### config.mk
export PLATFORM = sky130hd
export DESIGN_NAME = alu_sched
export DESIGN_NICKNAME = d
export VERILOG_FILES = /design/src/rtl/alu_sched.sv
export SDC_FILE = /design/constraint.sdc
export NUM_CORES = 1
export LEC_CHECK = 0
export CAP_MARGIN = 20
export CORE_AREA = 2 2 182 184
export DETAILED_ROUTE_END_ITERATION = 7
export DIE_AREA = 0 0 184 186
export SKIP_LAST_GASP = 1
export SYNTH_ARGS = -nofsm -noshare
export SYNTH_HDL_FRONTEND = slang
export SYNTH_SLANG_ARGS = --single-unit
export TNS_END_PERCENT = 30
### constraint.sdc
create_clock -name clk -period 5.18 [get_ports clk]
set_input_delay 0.777 -clock clk [delete_from_list [all_inputs] [get_ports clk]]
set_output_delay 0.777 -clock clk [all_outputs]
set_load 0.05 [all_outputs]
### src/rtl/alu_sched.sv
// alu_sched: round-robin scheduler sharing one multi-cycle ALU among N_REQ requesters,
// with local divide-by-zero rejection and a watchdog on the ALU completion pulse.
module alu_sched #(
    parameter int N_REQ   = 4,
    parameter int TIMEOUT = 40
) (
    input  logic                 clk,
    input  logic                 rst,
    input  logic [N_REQ-1:0]     req_valid,
    input  logic [2*N_REQ-1:0]   req_mode,
    input  logic [32*N_REQ-1:0]  req_a,
    input  logic [32*N_REQ-1:0]  req_b,
    output logic [N_REQ-1:0]     req_ack,
    output logic [N_REQ-1:0]     rsp_valid,
    output logic [63:0]          rsp_data,
    output logic                 rsp_err,
    output logic                 busy,
    output logic                 alu_valid,
    output logic [1:0]           alu_mode,
    output logic [31:0]          alu_a,
    output logic [31:0]          alu_b,
    input  logic                 alu_ready,
    input  logic [63:0]          alu_out
);
    localparam int IW = $clog2(N_REQ);
    localparam int WW = $clog2(TIMEOUT + 1);

    typedef enum logic [1:0] {IDLE, ISSUE, WAIT, RESP} state_t;

    state_t         state, state_nx;
    logic [IW-1:0]  ptr, g, gsel, j;
    logic           any, err, dz, tmo;
    logic [WW-1:0]  wd;
    logic [1:0]     sel_mode;
    logic [31:0]    sel_a, sel_b;
    logic [N_REQ-1:0] g_oh;

    // Scan downward so the last hit is the first requester at or after ptr.
    always_comb begin
        gsel = '0;
        any  = 1'b0;
        j    = '0;
        for (int i = N_REQ - 1; i >= 0; i--) begin
            j = IW'((int'(ptr) + i) % N_REQ);
            if (req_valid[j]) begin
                gsel = j;
                any  = 1'b1;
            end
        end
    end

    always_comb begin
        sel_mode = '0;
        sel_a    = '0;
        sel_b    = '0;
        for (int i = 0; i < N_REQ; i++) begin
            if (gsel == IW'(i)) begin
                sel_mode = req_mode[2*i +: 2];
                sel_a    = req_a[32*i +: 32];
                sel_b    = req_b[32*i +: 32];
            end
        end
    end

    assign dz   = alu_mode == 2'd1 && alu_b == '0;
    assign tmo  = wd == WW'(TIMEOUT - 1);
    assign g_oh = N_REQ'(1) << g;

    always_comb begin
        state_nx = state == IDLE  ? (any ? ISSUE : IDLE) :
                   state == ISSUE ? (dz ? RESP : WAIT) :
                   state == WAIT  ? ((alu_ready || tmo) ? RESP : WAIT) : IDLE;
    end

    assign req_ack   = state == ISSUE ? g_oh : '0;
    assign rsp_valid = state == RESP ? g_oh : '0;
    assign rsp_err   = state == RESP && err;
    assign busy      = state != IDLE;
    assign alu_valid = state == ISSUE && !dz;

    always_ff @(posedge clk) begin
        if (rst) begin
            state    <= IDLE;
            ptr      <= '0;
            g        <= '0;
            alu_mode <= '0;
            alu_a    <= '0;
            alu_b    <= '0;
            wd       <= '0;
            rsp_data <= '0;
            err      <= 1'b0;
        end else begin
            state <= state_nx;
            if (state == IDLE && any) begin
                g        <= gsel;
                ptr      <= gsel == IW'(N_REQ - 1) ? '0 : gsel + 1'b1;
                alu_mode <= sel_mode;
                alu_a    <= sel_a;
                alu_b    <= sel_b;
            end
            if (state == ISSUE) begin
                wd <= '0;
                if (dz) begin
                    rsp_data <= '1;
                    err      <= 1'b1;
                end
            end
            // Ready takes priority over a coinciding watchdog expiry.
            if (state == WAIT) begin
                wd <= wd + 1'b1;
                if (alu_ready) begin
                    rsp_data <= alu_out;
                    err      <= 1'b0;
                end else if (tmo) begin
                    rsp_data <= '0;
                    err      <= 1'b1;
                end
            end
        end
    end
endmodule

==> metrics <==
outcome=finished, final reports clean; post-CTS resize count=0; largest family of logic cells by synthesized area=compound AO/OA/AOI/OAI gates; Post-Syn Area=7700 um^2; Layout Nets=1682; gr ovfl total=0; worst reg-to-reg path cell count=9; worst stage delay on the critical path=630 ps; largest vdd supply drop=0.225 mV; area share of fa/ha/maj cells after synthesis=1.46%; count leader, synth=nor2_1; Final ANT Viol Nets=0; mux share of post-synthesis cell area=0.130%; CP max-delay cell=buf_4; vias in the first global route=8704; initial drt markers=421; Vias/cell=5.05; Post-synth top cells=nor2_1, dfxtp_1, nand2_1, clkbuf_1, a21oi_1; first-pass GRT wire length=50700 um; Switching Share=37.3%; top post-synthesis cells by area=dfxtp_1, o311a_1, a211oi_2; Min-Delay Path Class=reg -> reg; Peak Freq=278 MHz; DR WL met3=2970 um; drt wl/cell=19.7 um; Max FO, Critical Path=66; min-delay src=alu_a[1]; simple-gate share of the synthesized area=23.4%; Synth Area in XOR/XNOR=0.568%; register area share after synthesis=37.2%; die height=186 um; MaxCap Viol Count=0; CTS clock-pin slew for the worst setup and hold paths=60 ps; TritonCTS clock tree=built; die area=34200 um^2; routability cong.=0.859; Syn Inst Count=928; RSZ-0062 raised after global routing=false; root buffer cell=clkbuf_16; internal power=2.81 mW; Power Dens Cells=336 nW/um^2; Top Metal Used=met5; Clk network pwr share=29.2%; Switching Power=1.67 mW; Core Util, Final=41.5%; Slew Limit Fails=0; Worst-Margin Slew=1030 ps; Buf+Inv Stages, Crit Path=3; CTS Buf Count=17; Hold Crit Depth=2; register share of total power=29.5%; port bufs=475; proportion of layout cells with a drive suffix above 1=7.92%; io pins=476; Static Leak=4.77 nW; reg-to-reg slack, setup=2100 ps; sinks on the clock net=143; critical path's top delay family=compound AO/OA/AOI/OAI gates; combinational power share=41.3%; FF+latch count, synth=143; Distinct cells, synth=43; Initial Util=23.9%; CP Class=in -> reg; Mapped Nets=1272; final hold vios=0; FF-to-FF Start=ptr[0]; reg2reg end=alu_a[2]; CP cell instances=clkdlybuf4s50_1 -> nor2b_1 -> a21o_1 -> a211o_1 -> inv_1 -> ha_2 -> buf_4 -> a221oi_1 -> o311a_1 -> nor3_1; Remaining DRCs=0; initial antenna violation count=6; DR WL met2=17200 um; drt pass-1 iters=6; H-tree depth=4; Compound-Gate Fraction of Synth Area=31.4%; synth warn=0; cell row count=66; Synth-to-Final Area Change=73.4%; drt total wl=34800 um; crit share post-route=69.4%; fin crit period=3590 ps; leading area contributor after synthesis=dfxtp_1; Relative slew margins=31.1%; number of synthesized flops with an enable pin=0; ys async rst share=0%; hold buffer count at CTS=0; setup TNS=0 ps; Arr. time, crit path=3950 ps; die width=184 um; largest net degree at the start of global routing=79; crit path launch type=primary input; Top FF cell, synth=dfxtp_1; post-CTS setup buffers=0; final setup fails=0; Metal-1 WL=13700 um; Hold Crit Endpoint=alu_a[1]; worst path required time=5540 ps; crit end category=flop; routed vias=8891; Clk Latency, worst-skew pair=440 ps; Syn Area/Cell=8.30 um^2; skew final=11.4 ps; share of the synthesized area in the top cell type=37.2%; maximum clock path buffer count=2; All-Layer GR Usage=19.5%; DP HPWL=25300 um; core area=32200 um^2
-- metal layers --
layer  GRT usage [%]  vias to the layer above
met3            6.95                       47
met5               0                        -
met1            22.1                     4185
met4            7.07                        6
li1                -                     4261
met2            33.7                      392
-- kinds of logic after synthesis --
kind of cell               Yosys count
AOI/OAI and AO/OA                  280
buffers and inverters              105
adders and majority gates            9
muxes                                1
xor gates and xnor gates             5
and+or+nand+nor                    385
DFF                                143
-- area by class of cell --
class                           instances  area (um^2)
Clock inverter                         13          161
Sequential cell                       143         2860
Timing Repair Buffer                  488         4890
Inverter                                8         30.0
Antenna cell                            3         7.51
Tap cell                              408          510
Multi-Input combinational cell        680         4450
Clock buffer                           19          453
Fill cell                            3164        18800
-- metrics by stage --
stage / setup slack (ps) / total power, mW / hold WS, ps / std cells / cell area [um^2]
2_1_floorplan: 2400 / 2.45 / 479 / 928 / 7700
3_3_place_gp: 1130 / 3.19 / 478 / 1727 / 12700
3_5_place_dp: 1130 / 3.20 / 478 / 1727 / 12700
4_1_cts: 1600 / 4.55 / 491 / 1759 / 13400
5_1_grt: 1470 / 4.72 / 509 / 1761 / 13400
6_report: 1590 / 4.48 / 489 / 1762 / 13400
-- flip-flops by register name (all words and copies together) (netlist names) --
register	count
ptr	2
g	2
err	1
alu_b	32
alu_a	32
alu_mode	2
rsp_data	64
wd	6
state	2
-- worst max-delay path by stage --
stage	startpoint	end	slack (ps)	cells past startpoint
CTS	req_valid[2]	alu_a[2]	1600	10
global placement	req_valid[2]	alu_a[2]	1130	10
finish	req_valid[2]	alu_a[2]	1590	10
floorplan	req_valid[2]	alu_a[24]	2400	10
detailed placement	req_valid[2]	alu_a[2]	1130	10
global route	req_valid[2]	alu_a[2]	1470	10
-- layout by cell type, fill, tap and decap left out, drive strengths merged, types with 9 or more instances in the layout --
master	instances
a211oi	66
a21oi	70
a221oi	66
buf	14
clkbuf	19
clkdlybuf4s50	474
dfxtp	143
ha	9
inv	10
nand2	76
nor2	144
nor2b	69
nor3	68
o311a	66
-- power groups by stage --
stage	Sequential (mW)	Clock (mW)	Combinational, mW
floorplan	1.70	0	0.748
global placement	1.34	0	1.85
detailed placement	1.34	0	1.86
CTS	1.32	1.36	1.87
global route	1.34	1.40	1.98
finish	1.32	1.31	1.85
-- worst reg2reg max path, cell delays in order, from the launching register on --
cell and delay, ps:
dfxtp_1 350, nor2b_1 70, a21o_1 150, a211o_1 360, inv_1 160, ha_2 230, buf_4 630, a221oi_1 490
o311a_1 420, nor3_1 150
No activity file was read; power rests on OpenSTA's default activity.
